## config.mk

```make
export PLATFORM = sky130hd
export DESIGN_NAME = edge_bit_morph_3x3
export DESIGN_NICKNAME = d
export VERILOG_FILES = /design/src/rtl/edge_bit_morph_3x3.sv
export SDC_FILE = /design/constraint.sdc
export NUM_CORES = 1
export LEC_CHECK = 0
export CORE_ASPECT_RATIO = 1.5
export CORE_MARGIN = 5
export CORE_UTILIZATION = 45
export DETAILED_ROUTE_END_ITERATION = 6
export REMOVE_ABC_BUFFERS = 1
export SYNTH_ARGS = -nofsm -noshare
export SYNTH_HDL_FRONTEND = slang
export SYNTH_SLANG_ARGS = --single-unit
```

## constraint.sdc

```tcl
create_clock -name clk -period 13.35 [get_ports clk]
set_input_delay 2.0025 -clock clk [delete_from_list [all_inputs] [get_ports clk]]
set_output_delay 2.0025 -clock clk [all_outputs]
set_load 0.01 [all_outputs]
```

## src/rtl/edge_bit_morph_3x3.sv

```systemverilog
// rtl/edge_bit_morph_3x3.sv - 3x3 binary dilate/erode on a 1-bit edge stream
// Output is centred one row and one column behind the newest input pixel.
module edge_bit_morph_3x3 #(
  parameter int IMG_HDISP = 640,
  parameter int IMG_VDISP = 480,
  parameter int MORPH_OP  = 0
) (
  input  logic clk,
  input  logic rst_n,
  input  logic per_frame_vsync,
  input  logic per_frame_href,
  input  logic per_frame_clken,
  input  logic per_img_bit,
  output logic post_frame_vsync,
  output logic post_frame_href,
  output logic post_frame_clken,
  output logic post_img_bit
);

  // Column counter must be able to hold IMG_HDISP itself to saturate there.
  localparam int CW = $clog2(IMG_HDISP + 1);
  localparam int AW = (IMG_HDISP > 1) ? $clog2(IMG_HDISP) : 1;
  localparam int RW = $clog2(IMG_VDISP) + 1;

  logic [CW-1:0]        r_col_cnt;
  logic [RW-1:0]        r_row_cnt;
  logic                 r_vsync_d;
  logic                 r_href_d;
  logic                 r_vsync_s1, r_href_s1, r_clken_s1;
  logic                 r_vsync_s2, r_href_s2, r_clken_s2;
  logic                 r_pix_d;
  logic                 r_post_bit;
  logic [IMG_HDISP-1:0] r_lb1;
  logic [IMG_HDISP-1:0] r_lb2;
  // Window columns, newest first; bit 2 = row r, bit 1 = row r-1, bit 0 = row r-2
  logic [2:0]           r_win0, r_win1, r_win2;

  logic          w_vsync_rise;
  logic          w_href_fall;
  logic          w_pix;
  logic          w_in_img;
  logic [AW-1:0] w_addr;
  logic [RW-1:0] w_row;
  logic          w_lb1;
  logic          w_lb2;
  logic [2:0]    w_col;
  logic [8:0]    w_taps;
  logic          w_op;

  assign w_vsync_rise = per_frame_vsync & ~r_vsync_d;
  assign w_href_fall  = r_href_d & ~per_frame_href;
  // A strobe coinciding with the href fall still belongs to the line just ending.
  assign w_pix        = per_frame_clken & (per_frame_href | w_href_fall);
  assign w_in_img     = (r_col_cnt < CW'(IMG_HDISP));
  assign w_addr       = r_col_cnt[AW-1:0];
  assign w_row        = w_vsync_rise ? '0 : r_row_cnt;
  assign w_lb1        = r_lb1[w_addr];
  assign w_lb2        = r_lb2[w_addr];
  assign w_col        = w_in_img ? {per_img_bit,
                                    w_lb1 & (w_row >= RW'(1)),
                                    w_lb2 & (w_row >= RW'(2))} : 3'b000;
  assign w_taps       = {r_win0, r_win1, r_win2};
  assign w_op         = (MORPH_OP != 0) ? (&w_taps) : (|w_taps);

  always_ff @(posedge clk or negedge rst_n) begin
    if (!rst_n) begin
      r_col_cnt  <= '0;
      r_row_cnt  <= '0;
      r_vsync_d  <= 1'b0;
      r_href_d   <= 1'b0;
      r_vsync_s1 <= 1'b0;
      r_href_s1  <= 1'b0;
      r_clken_s1 <= 1'b0;
      r_vsync_s2 <= 1'b0;
      r_href_s2  <= 1'b0;
      r_clken_s2 <= 1'b0;
      r_pix_d    <= 1'b0;
      r_post_bit <= 1'b0;
      r_win0     <= 3'b000;
      r_win1     <= 3'b000;
      r_win2     <= 3'b000;
    end else begin
      r_vsync_d  <= per_frame_vsync;
      r_href_d   <= per_frame_href;
      r_vsync_s1 <= per_frame_vsync;
      r_href_s1  <= per_frame_href;
      r_clken_s1 <= per_frame_clken;
      r_vsync_s2 <= r_vsync_s1;
      r_href_s2  <= r_href_s1;
      r_clken_s2 <= r_clken_s1;

      if (!per_frame_href) begin
        r_col_cnt <= '0;
      end else if (per_frame_clken && w_in_img) begin
        r_col_cnt <= r_col_cnt + CW'(1);
      end

      if (w_vsync_rise) begin
        r_row_cnt <= '0;
      end else if (w_href_fall && (r_row_cnt < RW'(IMG_VDISP))) begin
        r_row_cnt <= r_row_cnt + RW'(1);
      end

      if (w_pix) begin
        r_win2 <= r_win1;
        r_win1 <= r_win0;
        r_win0 <= w_col;
      end else if (!per_frame_href) begin
        r_win0 <= 3'b000;
        r_win1 <= 3'b000;
        r_win2 <= 3'b000;
      end

      r_pix_d <= w_pix;
      if (r_pix_d) begin
        r_post_bit <= w_op;
      end
    end
  end

  // Line buffers carry no reset; rows not yet valid are masked by the row count.
  always_ff @(posedge clk) begin
    if (w_pix && w_in_img) begin
      r_lb2[w_addr] <= w_lb1;
      r_lb1[w_addr] <= per_img_bit;
    end
  end

  assign post_frame_vsync = r_vsync_s2;
  assign post_frame_href  = r_href_s2;
  assign post_frame_clken = r_clken_s2;
  assign post_img_bit     = r_post_bit;

endmodule
```

# Word level (Yosys, flattened, before mapping)
# Cells that the tools add are included.
classes:
  eq_ne: 2
  shift: 0
  mul: 0
  bitwise_logic: 8
  muxes: 18
  n_div: 0
  order_cmp: 6
  n_addsub: 2
  n_reduce_logical: 6
op_table:
  columns: ["operator", "n"]
  rows:
  - ["$bwmux 640", 2]
  - ["$mux 10", 5]
  - ["$add 10x1->10 const B", 2]
  - ["$bmux 1 s10", 2]
  - ["$ge 10x1->1 const B", 2]
  - ["$mux 3", 5]
  - ["$lt 10x11->1 const B", 1]
  - ["$demux 1 s10", 1]
  - ["$ge 10x2->1 const B", 1]
  - ["$lt 10x10->1 const B", 1]
  - ["$lt 10x9->1 const B", 1]
  - ["$reduce_or 9->1", 1]
  - ["$and 1x1->1", 5]
  - ["$logic_and 1x1->1", 4]
  - ["$ne 2x1->1 const B", 2]
  - ["$mux 1", 3]
  - ["$not 1->1", 2]
  - ["$reduce_bool 2->1", 1]
  - ["$or 1x1->1", 1]
word_totals:
  regBits: 1317
  mem_bits_ro: 0
  latchBits: 0
  inputBits: 6
  memories: 0
  ramBits: 0

# Longest topological paths before layout
logic_depth:
  depth_word: 7
  mapped_depth: 12

# Worst setup path after synthesis
# Ideal clock, no wire load.
synth_path:
  path_type: "flip-flop to flip-flop"
  startpoint: "register r_col_cnt[4]"
  endpoint: "register r_lb2[0], data pin"
  n_path_buf: 3
  setup_ps: 1953
  arrival_time_ps: 10525
  slack_ps: 872
  t_required_ps: 11397
  stages_incl_launch_ff: 10
  path_cell_list: "dfrtp_1 > buf_2 > buf_2 > buf_1 > nor3_1 > a22oi_1 > a41oi_1 > a21oi_1 > o32ai_1 > nand2b_1"
synth_via:
  elab_cells_between_ends: 8
synth_lines:
  columns: ["item", "line", "rtl"]
  rows:
  - ["start: declaration", "25", "logic [CW-1:0] r_col_cnt;"]
  - ["start signal: assignment", "95", "r_col_cnt <= r_col_cnt + CW'(1);"]
  - ["$bmux 1 s10", "57", "assign w_lb1 = r_lb1[w_addr];"]
  - ["$mux 1 (implied by the code)", "57", null]
  - ["named net w_lb1", "44", "logic w_lb1;"]
  - ["$bwmux 640", "124", "r_lb2[w_addr] <= w_lb1;"]
  - ["end signal: indexed assignment", "124", null]
  - ["end: declaration", "34", "logic [IMG_HDISP-1:0] r_lb2;"]
# The timed path passes the listed nets, and every way through them passes these cells. The select of a mux whose other input is x is not followed.
# A chain may end at the register's enable or synchronous reset.

# Worst setup path after layout
layout_path:
  startpoint: "register r_col_cnt[1]"
  endpoint: "register r_lb2[481], data pin"
# Same word-level chain as after synthesis.

==> results summary <==
The final estimated routing congestion in global placement is 0.8289. Based on the critical path, the design can be clocked at up to 134.6 MHz. The setup total negative slack is 0 ns. The final routed wirelength across all metal layers is 159.7 mm. The clock tree from TritonCTS is done. 0 antenna diodes ended up in the layout. The reported leakage power is 18.05 nW. The total number of clock tree sinks is 1317. The source-to-sink clock delay at the later pin of the worst-skew pair is 0.74 ns.

The gate count after technology mapping is 3481. Setup repair after global routing left no endpoint under its margin. The critical-path maximum fanout is 262. STA classifies the critical path startpoint as a flip-flop. The global-route wire length before repair came out at 224.3 mm. The share of the Yosys chip area taken by registers is 73.20%.

The die extent in y is 433.4 um. The data arrival time at the worst-slack endpoint came out at 7.88 ns. In this run the remaining antenna-violating nets after routing total 0. The area enclosed by the die boundary came out at 126700 um2. The number of enable-type register cells in the synthesized netlist came out at 1280. Dividing the detail-routed wire length by the instance count gives 31.40 um. From left edge to right edge, the die measures 292.2 um.

The H-tree depth is 3. Tracing the worst setup path back leads to its startpoint at r_col_cnt[1]. Hold timing on the final database bottoms out at a slack of 0.3483 ns. The final number of setup-violating endpoints is 0. In this run the critical register-to-register path is launched from r_col_cnt[1]. The depth of the worst hold-timing path came out at 0.

The ratio of cells with drive above 1 in the final layout came out at 10.44%. The hold-critical path endpoint is post_frame_clken. Summing every instance area after synthesis gives 53770 um2.

For this run, the post-layout net count is 3431. The most used flip-flop cell after synthesis is sky130_fd_sc_hd__edfxtp_1. The largest buffer count on any clock path came out at 3.

The final period demand of the worst path is 7.427 ns. The post-route total power came out at 8.522 mW. The endpoint identified for the worst register-to-register timing path is r_lb2[481]. The CTS buffer count came out at 114. The pin count of the biggest net entering global routing came out at 263. The top-level I/O count is 10.

The highest ir drop seen on vdd came out at 0.00009559 V. The overall via count from detail_route came out at 31162. The via count of the first global-routing pass was 31197. The remaining global-route overflow is 0.

The headroom to the max-slew limit is 13.59%. The worst setup path is captured at a flip-flop. The cell count of the worst reg-to-reg path is 11. The class of the tightest hold or removal check is reg -> reg. The total routing resource utilization after global routing is 24.66%. Buffers inserted to repair hold after CTS numbered 0.

Yosys mapped the design onto 61 distinct sky130hd cell types. After synthesis the netlist holds a flip-flop and latch count of 1317. The final max-slew violation count is 0. The count of warnings emitted by yosys is 0.

The final number of hold-violating endpoints came out at 0. The data required time at the worst endpoint is 13.80 ns. The number of setup buffers added after CTS is 0.

The flow ran to the end, and the final reports show no timing, DRC or antenna violations. The area growth from synthesis to layout is 10.42%. For this run, the share of the core covered by cells in the final layout is 49.94%.

The number of antenna violations at the first check in global routing is 1. The cell area power density is 143.5 nW/um2. In the layout the commonest cells are sky130_fd_sc_hd__edfxtp_1 (1280), sky130_fd_sc_hd__nor2_1 (669), sky130_fd_sc_hd__mux2i_1 (545). The slew at the pin closest to its max-slew limit is 1.290 ns. The floorplan core area came out at 118900 um2.

The portion of the clock cycle consumed by the worst path in the final layout came out at 55.64%. The half-perimeter wire length after placement is 90.84 mm. The worst hold path begins at r_clken_s1. Leaving out fill and tap cells, the most frequent cell in the layout is sky130_fd_sc_hd__edfxtp_1. The worst setup path is of the reg -> reg kind. For flop-to-flop paths, the worst setup slack is 5.92 ns. The async set-or-reset flop fraction in the synthesized netlist is 2.809%. Max-cap violations in this run came to 0. The clock transition at the register clock pins on the worst setup and hold paths after CTS came out at 0.07 ns. Clock skew on the completed layout was measured at 0.02255 ns.

Using the TritonRoute via totals, the vias-per-cell ratio works out to 6.127. The floorplan has 155 rows. The number of DRC violations after detailed-routing iteration 0 came out at 3547.

The starting density of the core came out at 45.23%. The total of buffers placed on input and output ports came out at 9. The pre-antenna-repair detailed-routing pass consisted of 5 iterations. For this run, design rule violations remaining after detail routing come to 0. The average instance in the mapped netlist occupies 15.45 um2. In this run the clock root is driven by a sky130_fd_sc_hd__clkbuf_16.

The post-cts sizing count is 0.
==> critical path, stage by stage, from the launching register on <==
cell                       delay, ns
sky130_fd_sc_hd__dfrtp_4        0.65
sky130_fd_sc_hd__buf_4          0.41
sky130_fd_sc_hd__or4b_2         1.17
sky130_fd_sc_hd__buf_4          0.46
sky130_fd_sc_hd__o22ai_1        0.19
sky130_fd_sc_hd__nor4_1         0.10
sky130_fd_sc_hd__a311oi_1       0.81
sky130_fd_sc_hd__nand4_1        0.30
sky130_fd_sc_hd__and4_1         0.33
sky130_fd_sc_hd__nand2b_4       0.82
sky130_fd_sc_hd__buf_12         0.70
sky130_fd_sc_hd__buf_4          0.65
==> per-layer routing <==
metal | track usage [%] | wire length (um) | vias to the layer above
met5 | 0 | 17 | -
met4 | 10.89 | 8152 | 2
met3 | 4.014 | 11450 | 346
met2 | 42.40 | 80600 | 1378
met1 | 30.99 | 59480 | 16214
li1 | - | - | 13222
==> through the flow <==
step                worst slack [ns]  std cells  area, um2
floorplan                     -17.78       3208      52490
global placement               6.071       4874      55580
detailed placement             6.016       4874      55580
CTS                            6.000       5086      59380
global route                   5.595       5086      59380
finish                         5.923       5086      59380
==> cells by family (layout without fill, tap and decap cells) <==
family | after synthesis | after routing | share of synthesized area, %
compound gates | 344 | 344 | 4.288
xor+xnor | 13 | 13 | 0.2117
fa+ha+maj | 5 | 5 | 0.1163
buf+inv | 281 | 316 | 2.448
flops | 1317 | 1317 | 73.20
mux | 598 | 598 | 12.34
simple gates | 923 | 923 | 7.390
==> synthesized netlist by cell type (all sizes together), types with 11 or more instances <==
cell     count  area (um2)
edfxtp    1280       38440
mux2i      545        5455
nor2       669        2511
nor3        33       165.2
nand3       48       240.2
o22a        18       157.7
o2111ai     19       166.4
mux4        52        1171
nand4       11       68.82
and3        14       87.58
clkbuf     156       585.6
and2        12       75.08
a22oi       13       97.59
nor4        42       262.8
dfrtp       37       925.9
nand2       52       195.2
o21ai       32       160.2
buf        117       700.7
o22ai      221        1389
==> where the power goes <==
part | leakage (nW) | total (mW) | switching, mW | internal, mW
sequential | 12.0 | 4.63 | 0.0175 | 4.62
combinational | 4.20 | 0.493 | 0.332 | 0.161
clock | 1.85 | 3.40 | 1.50 | 1.90
total | 18.0 | 8.52 | 1.85 | 6.68
==> layout make-up <==
type / count / area, um2
fill: 10001 / 59510
sequential: 1317 / 39370
multi-input combinational: 1883 / 13420
clock buffer: 145 / 3158
tap: 1570 / 1964
timing repair buffer: 96 / 793.3
clock inverter: 67 / 641.9
inverter: 8 / 30.03
==> state kept, by name (all words and copies together) (netlist names) <==
signal / cells
post_img_bit: 1
r_col_cnt: 10
r_win2: 3
post_frame_href: 1
r_clken_s1: 1
r_pix_d: 1
r_vsync_s1: 1
r_href_s1: 1
r_lb1: 640
r_row_cnt: 10
r_win0: 3
r_lb2: 640
post_frame_vsync: 1
r_win1: 3
post_frame_clken: 1
==> how the worst max path moves through the flow <==
stage,end
4_1_cts,r_lb2[489]
3_3_place_gp,r_lb2[245]
6_report,r_lb2[481]
5_1_grt,r_lb2[481]
3_5_place_dp,r_lb2[546]
2_1_floorplan,r_lb2[0]
No activity file was read; power rests on OpenSTA's default activity.
